**config.mk**
```make
export PLATFORM = sky130hd
export DESIGN_NAME = ssd_scan_decoder
export DESIGN_NICKNAME = d
export VERILOG_FILES = /design/src/rtl/ssd_scan_decoder.sv
export SDC_FILE = /design/constraint.sdc
export NUM_CORES = 1
export LEC_CHECK = 0
export ABC_AREA = 0
export BUFFER_PORTS_ARGS = -buffer_cell sky130_fd_sc_hd__buf_2
export CAP_MARGIN = 30
export CORE_MARGIN = 2
export CORE_UTILIZATION = 25
export DETAILED_ROUTE_END_ITERATION = 7
export HOLD_SLACK_MARGIN = 0.15
export MAX_ROUTING_LAYER = met4
export PLACE_DENSITY = 0.38
export SYNTH_ARGS = -nofsm -noshare
export SYNTH_HDL_FRONTEND = slang
export SYNTH_SLANG_ARGS = --single-unit
```
**constraint.sdc**
```tcl
create_clock -name clk -period 2.9 [get_ports clk]
set_input_delay 0.29 -clock clk [delete_from_list [all_inputs] [get_ports clk]]
set_output_delay 0.29 -clock clk [all_outputs]
set_load 0.01 [all_outputs]
```
**src/rtl/ssd_scan_decoder.sv**
```systemverilog
// rtl/ssd_scan_decoder.sv - recovers 4-digit BCD frames from a scanned 7-segment display bus (optional SSD_DEC_SYNC_EN input synchroniser)
module ssd_scan_decoder #(
    parameter int STABLE_CYCLES = 4
) (
    input  logic        clk,
    input  logic        rst_n,
    input  logic        en,
    input  logic [3:0]  an,
    input  logic [6:0]  seg,
    output logic [15:0] bcd,
    output logic [3:0]  blank,
    output logic [3:0]  err,
    output logic        frame_valid,
    input  logic        frame_ready,
    output logic        ovr
);

    typedef enum logic [1:0] {IDLE, SETTLE, HOLD} state_t;

    state_t      state, state_d;
    logic [3:0]  count, count_d;
    logic [10:0] smp, smp_q;
    logic [3:0]  an_lo;
    logic        onehot, changed, capture;
    logic [1:0]  idx;
    logic [5:0]  dec;
    logic [15:0] slot_bcd;
    logic [3:0]  slot_blank, slot_err, mask;
    logic        mask_full, accept, load, drop;

`ifdef SSD_DEC_SYNC_EN
    logic [10:0] sync1, sync2;

    // Two-flop synchroniser; idles at all ones (no digit selected, all segments dark)
    always_ff @(posedge clk or negedge rst_n) begin
        if (!rst_n) begin
            sync1 <= '1;
            sync2 <= '1;
        end else begin
            sync1 <= {an, seg};
            sync2 <= sync1;
        end
    end
    assign smp = sync2;
`else
    assign smp = {an, seg};
`endif

    // Segment pattern to {digit value, blank, illegal}
    function automatic logic [5:0] decode(input logic [6:0] s);
        case (s)
            7'b0000001: decode = {4'h0, 2'b00};
            7'b1001111: decode = {4'h1, 2'b00};
            7'b0010010: decode = {4'h2, 2'b00};
            7'b0000110: decode = {4'h3, 2'b00};
            7'b1001100: decode = {4'h4, 2'b00};
            7'b0100100: decode = {4'h5, 2'b00};
            7'b0100000: decode = {4'h6, 2'b00};
            7'b0001111: decode = {4'h7, 2'b00};
            7'b0000000: decode = {4'h8, 2'b00};
            7'b0000100: decode = {4'h9, 2'b00};
            7'b1111111: decode = {4'hF, 2'b10};
            default:    decode = {4'hE, 2'b01};
        endcase
    endfunction

    assign an_lo   = ~smp[10:7];
    assign onehot  = (an_lo != 4'b0000) && ((an_lo & (an_lo - 4'd1)) == 4'b0000);
    assign changed = (smp != smp_q);
    assign dec     = decode(smp[6:0]);

    // Digit index of the single active-low select line
    always_comb begin
        idx = 2'd0;
        case (an_lo)
            4'b0010: idx = 2'd1;
            4'b0100: idx = 2'd2;
            4'b1000: idx = 2'd3;
            default: idx = 2'd0;
        endcase
    end

    // Scan state, stability counter and previous sample
    always_ff @(posedge clk or negedge rst_n) begin
        if (!rst_n) begin
            state <= IDLE;
            count <= 4'd0;
            smp_q <= '1;
        end else begin
            state <= state_d;
            count <= count_d;
            smp_q <= smp;
        end
    end

    // Next state: a new one-hot sample restarts settling; capture once when stable long enough
    always_comb begin
        state_d = state;
        count_d = count;
        capture = 1'b0;
        if (!en || !onehot) begin
            state_d = IDLE;
            count_d = 4'd0;
        end else if (changed || state == IDLE) begin
            state_d = SETTLE;
            count_d = 4'd1;
        end else if (state == SETTLE) begin
            count_d = count + 4'd1;
            if (count_d == 4'(STABLE_CYCLES)) begin
                capture = 1'b1;
                state_d = HOLD;
            end
        end
    end

    // Per-digit slots; a recapture simply overwrites the slot
    always_ff @(posedge clk or negedge rst_n) begin
        if (!rst_n) begin
            slot_bcd   <= 16'h0000;
            slot_blank <= 4'b0000;
            slot_err   <= 4'b0000;
        end else if (capture) begin
            slot_bcd[{idx, 2'b00} +: 4] <= dec[5:2];
            slot_blank[idx]             <= dec[1];
            slot_err[idx]               <= dec[0];
        end
    end

    assign mask_full = (mask == 4'hF);
    assign accept    = frame_valid && frame_ready;
    assign load      = mask_full && (!frame_valid || accept);
    assign drop      = mask_full && frame_valid && !frame_ready;

    // Frame assembly, output register, handshake and sticky overrun
    always_ff @(posedge clk or negedge rst_n) begin
        if (!rst_n) begin
            mask        <= 4'b0000;
            bcd         <= 16'h0000;
            blank       <= 4'b0000;
            err         <= 4'b0000;
            frame_valid <= 1'b0;
            ovr         <= 1'b0;
        end else begin
            if (!en)
                mask <= 4'b0000;
            else
                mask <= (mask_full ? 4'b0000 : mask) | (capture ? (4'b0001 << idx) : 4'b0000);
            if (load) begin
                bcd         <= slot_bcd;
                blank       <= slot_blank;
                err         <= slot_err;
                frame_valid <= 1'b1;
            end else if (accept) begin
                frame_valid <= 1'b0;
            end
            if (drop)
                ovr <= 1'b1;
            else if (accept)
                ovr <= 1'b0;
        end
    end

endmodule

```
[Word level (Yosys, flattened, before mapping)]
Index checks and enable logic that the tools add are counted.
W data, S select, Z words.
Operators by class
  shift-type cells: 3
  reductions and logical operators: 22
  magnitude comparators: 2
  eq/ne operators: 17
  add/sub/neg operators: 3
  bitwise operators: 3
  muxes and demuxes: 24
Operators by type and width (number)
  $pmux W6 S11: 1
  $mux W4: 6
  $eq A7 B7 Y1 const B: 3
  $bwmux W16: 1
  $shift A4 B6 Y16 const A: 1
  $shiftx A4 B6 Y16: 1
  $eq A7 B3 Y1 const B: 2
  $eq A7 B6 Y1 const B: 2
  $ne A11 B11 Y1: 1
  $bwmux W4: 2
  $eq A4 B3 Y1 const B: 2
  $eq A4 B4 Y1 const B: 2
  $mux W1: 8
  $mux W2: 4
  $eq A7 B1 Y1 const B: 1
  $eq A7 B4 Y1 const B: 1
  $eq A7 B5 Y1 const B: 1
  $logic_not A7 Y1: 1
  $logic_and A1 B1 Y1: 6
  $neg A4 Y6: 1
  $pmux W2 S3: 1
  $reduce_bool A3 Y1: 2
  $add A4 B1 Y4 const B: 1
  $and A4 B4 Y4: 1
  16 further kinds: 22
Storage, ports and cells
  word-level logic and storage cells: 86
  output and inout bits: 26
  flip-flop bits (word level): 71
  input bits: 15

[Logic depth before layout (Yosys ltp)]
  depth after elaboration: 11
  depth in mapped cells: 7
  gate-level depth less buffers: 7

[Worst setup path before layout]
No wires, ideal clock.
  kind: register to register
  start point: register smp_q[6]
  end point: register slot_bcd[10]
  arrival time: 1918 ps
  clock period less this slack: 2043 ps
  stages on the path, launching flop included: 6
  slack: 857 ps
  data required time: 2775 ps
  path buffers: 0
  setup time: 125 ps
  cell sequence: dfstp_2 xnor2_2 o2111ai_1 or3_4 nor3_4 mux2_4
Between the ends
  cells in the longest elaborated chain, start to end: 4
Ends and longest elaborated chain
  start: declaration: line 22  | logic [10:0] smp, smp_q;
  start signal: assignment: line 92  | smp_q <= smp;
  $ne A11 B11 Y1: line 69  | assign changed = (smp != smp_q);
  $logic_or A1 B1 Y1: line 104  | end else if (changed || state == IDLE) begin
  $mux W1: line 104
  $mux W1: line 101  | if (!en || !onehot) begin
  end signal: indexed assignment: line 123  | slot_bcd[{idx, 2'b00} +: 4] <= dec[5:2];
  end: declaration: line 27  | logic [15:0] slot_bcd;
No other way between the ends.
A chain may end at the register's enable or synchronous reset.

[Final worst setup path]
  start point: input seg[3]
  end point: register slot_blank[2]
Between the ends
  cells in the longest elaborated chain, start to end: 4
  elaborated cells between the ends (all ways): 17
  classes of those cells: 11 x eq/ne; 4 x mux; 2 x reduce/logical
Ends and longest elaborated chain
  start: declaration: line 9  | input logic [6:0] seg,
  branches (longest 4 deep; another with $pmux W6 S11)
  end signal: indexed assignment: line 124  | slot_blank[idx] <= dec[1];
  end: declaration: line 28  | logic [3:0] slot_blank, slot_err, mask;
Several ways; the timed one is not identified.

==> metrics <==
outcome=finished, final reports clean; clk sink count=71; PwrDens=between 500 and 600 mW/mm²; post-cts gate resize count=0; Die ar.=approximately 0.014 mm²; Ys Warns=0; Detail Route Antenna Nets=0; drt via density=between 4 and 5; vias=2141; drt first pass iters=4; post-synth top area cell=dfrtp_1; DP Worst Slack=around 0.63 ns; Lkg Pwr=1.98 nW; Std-Cell Rows=42; Synthesized Nets=281; Tot GR Track Use=11.7%; startpoint types=input pin; die height=roughly 120 µm; CP Class=input pin to flip-flop; first-pass GRT wire length=12400 µm; worst hold path class=input pin to flip-flop; # fillers=around 1400; Final Cycle Share=84.6%; vias in the first global route=around 2200; top cells by area, synth=dfrtp_1, mux2_2, dfstp_2; CP Capture Type=flip-flop; Slew headroom=43.5%; CTS Buf Count=9; Yosys top cell area share=between 40 and 50%; Final Max Tran Viols=0; Core Footprint=0.0131 mm²; max_cap viols=0; GP Congestion=0.820; Synth top cells by count=dfrtp_1, mux2_2, nor2_1, nand2_1, dfstp_2; CP Max Fanout=10; diode count=0; largest net degree at the start of global routing=39; fmax=0.408 GHz; die width=between 100 and 150 µm; H-tree depth=3; setup bufs post-CTS=0; min Tclk post-route=about 2.5 ns; residual DRC count=0; final hold slack=0.162 ns; Initial Utilization=25.5%; Final HPWL DP=5280 µm; async set-reset flop share out of synthesis=100%; placed cells=about 470; share of cells above drive strength 1=40.0%; TNS Setup=0 ns; CP Data Required Time=approximately 3.1 ns; Layout area overhead=24.9%; CTS root buf=clkbuf_16; gr ovfl total=0; # setup viols final=0; count leader, synth=dfrtp_1; Final Routed Wirelength=7440 µm; slew of the pin with the lowest slew margin=0.848 ns; Final WS setup=0.447 ns; Worst Path Arrival=2.67 ns; peak supply drop=215 µV; EDFF count, synth=0; FF+latch count, synth=71; RSZ-0062 raised after global routing=false; Synth Cell Area=about 0.0033 mm²; final hold violations=0; Mapped Cells=about 260; register area share after synthesis=53.5%; # hold bufs at CTS=12; CTS tree=built; Avg Cell Area, Syn=12.8 µm²; drt wl/cell=14.9 µm; Clock Latency Late Sink=0.33 ns; CTS Buffer Depth=2; DR iter-0 viols=118; Port Buffer Count=40; Tot Pwr=2.34 mW; top flop regs=bcd (16), slot_bcd (16), smp_q (11); CTS clk-pin slew, worst paths=approximately 0.060 ns; nets@finish=340; initial antenna violation count=0; library cells used by synthesis=54; Max Clock Skew=0.00698 ns; ys flop type=dfrtp_1; fin cells=501; I/O pins=41
[critical path: stages]
cell	delay, ns
dlygate4sd3_1	0.53
buf_2	0.22
xnor2_2	0.14
o2111ai_1	0.17
or3_4	0.46
nor3_4	0.50
mux2_4	0.35
[path summary, 6_finish.rpt]
kind                             start            end  slack, ns  cells past startpoint
min                        frame_ready            ovr       0.16                      2
max reg2reg                   smp_q[3]  slot_blank[2]       0.65                      5
max                             seg[3]  slot_blank[2]       0.45                      7
min in group asynchronous        rst_n         bcd[1]       0.60                      2
min reg2reg                     bcd[8]         bcd[8]       0.50                      1
max in group asynchronous        rst_n       smp_q[2]       1.54                      3
[where the power goes]
part	internal, mW	switching (mW)
Clock	0.756	0.433
Sequential	1.01	0.00563
Combinational	0.0546	0.0806
[final cells by class]
class | instances | area [µm²] | area share, %
inverters | 7 | 26.3 | 0.629
clock inverters | 5 | 81.3 | 1.95
clock buffers | 11 | 233 | 5.57
flip-flops and latches | 71 | 1790 | 42.9
multi-input cells | 175 | 1460 | 35.0
well taps | 176 | 220 | 5.27
repair buffers | 56 | 363 | 8.69
[per-layer routing]
metal | wire, µm | GRT usage, % | part of all wire, % | vias to the layer above
met1 | 3610 | 15.2 | 48 | 1045
met4 | 127 | 4.85 | 1.7 | 0
met3 | 280 | 2.57 | 3.8 | 9
met2 | 3430 | 17.6 | 46 | 37
met5 | 0 | - | 0 | -
li1 | - | - | - | 1050
[cell families (layout without fill, tap and decap cells)]
group | Yosys count | count (layout) | share of synthesized area [%]
flops | 71 | 71 | 53.5
mux | 46 | 46 | 16.1
buf+inv | 15 | 79 | 2.84
xor+xnor | 16 | 16 | 4.64
compound gates | 31 | 31 | 7.93
simple gates | 77 | 77 | 13.1
fa+ha+maj | 5 | 5 | 1.87
[through the flow]
stage          util, %  cell area [µm²]
4_1_cts           31.8             4180
6_report          31.8             4180
2_1_floorplan        -             3340
3_3_place_gp      28.5             3740
3_5_place_dp      28.5             3740
5_1_grt           31.8             4180
[cell usage in the layout, fill, tap and decap left out, types with 5 or more instances in the layout]
| cell type | instances |
|---|---|
| mux2_2 | 39 |
| nand2_1 | 12 |
| dlygate4sd3_1 | 12 |
| nand4_1 | 8 |
| buf_2 | 40 |
| dfrtp_1 | 60 |
| xnor2_1 | 10 |
| inv_1 | 7 |
| dfstp_2 | 11 |
| nor2_1 | 24 |
| clkbuf_16 | 9 |
| mux2_4 | 6 |
| ha_1 | 5 |
| a21oi_1 | 5 |
Note: power is estimated with default switching activity, not from simulation.
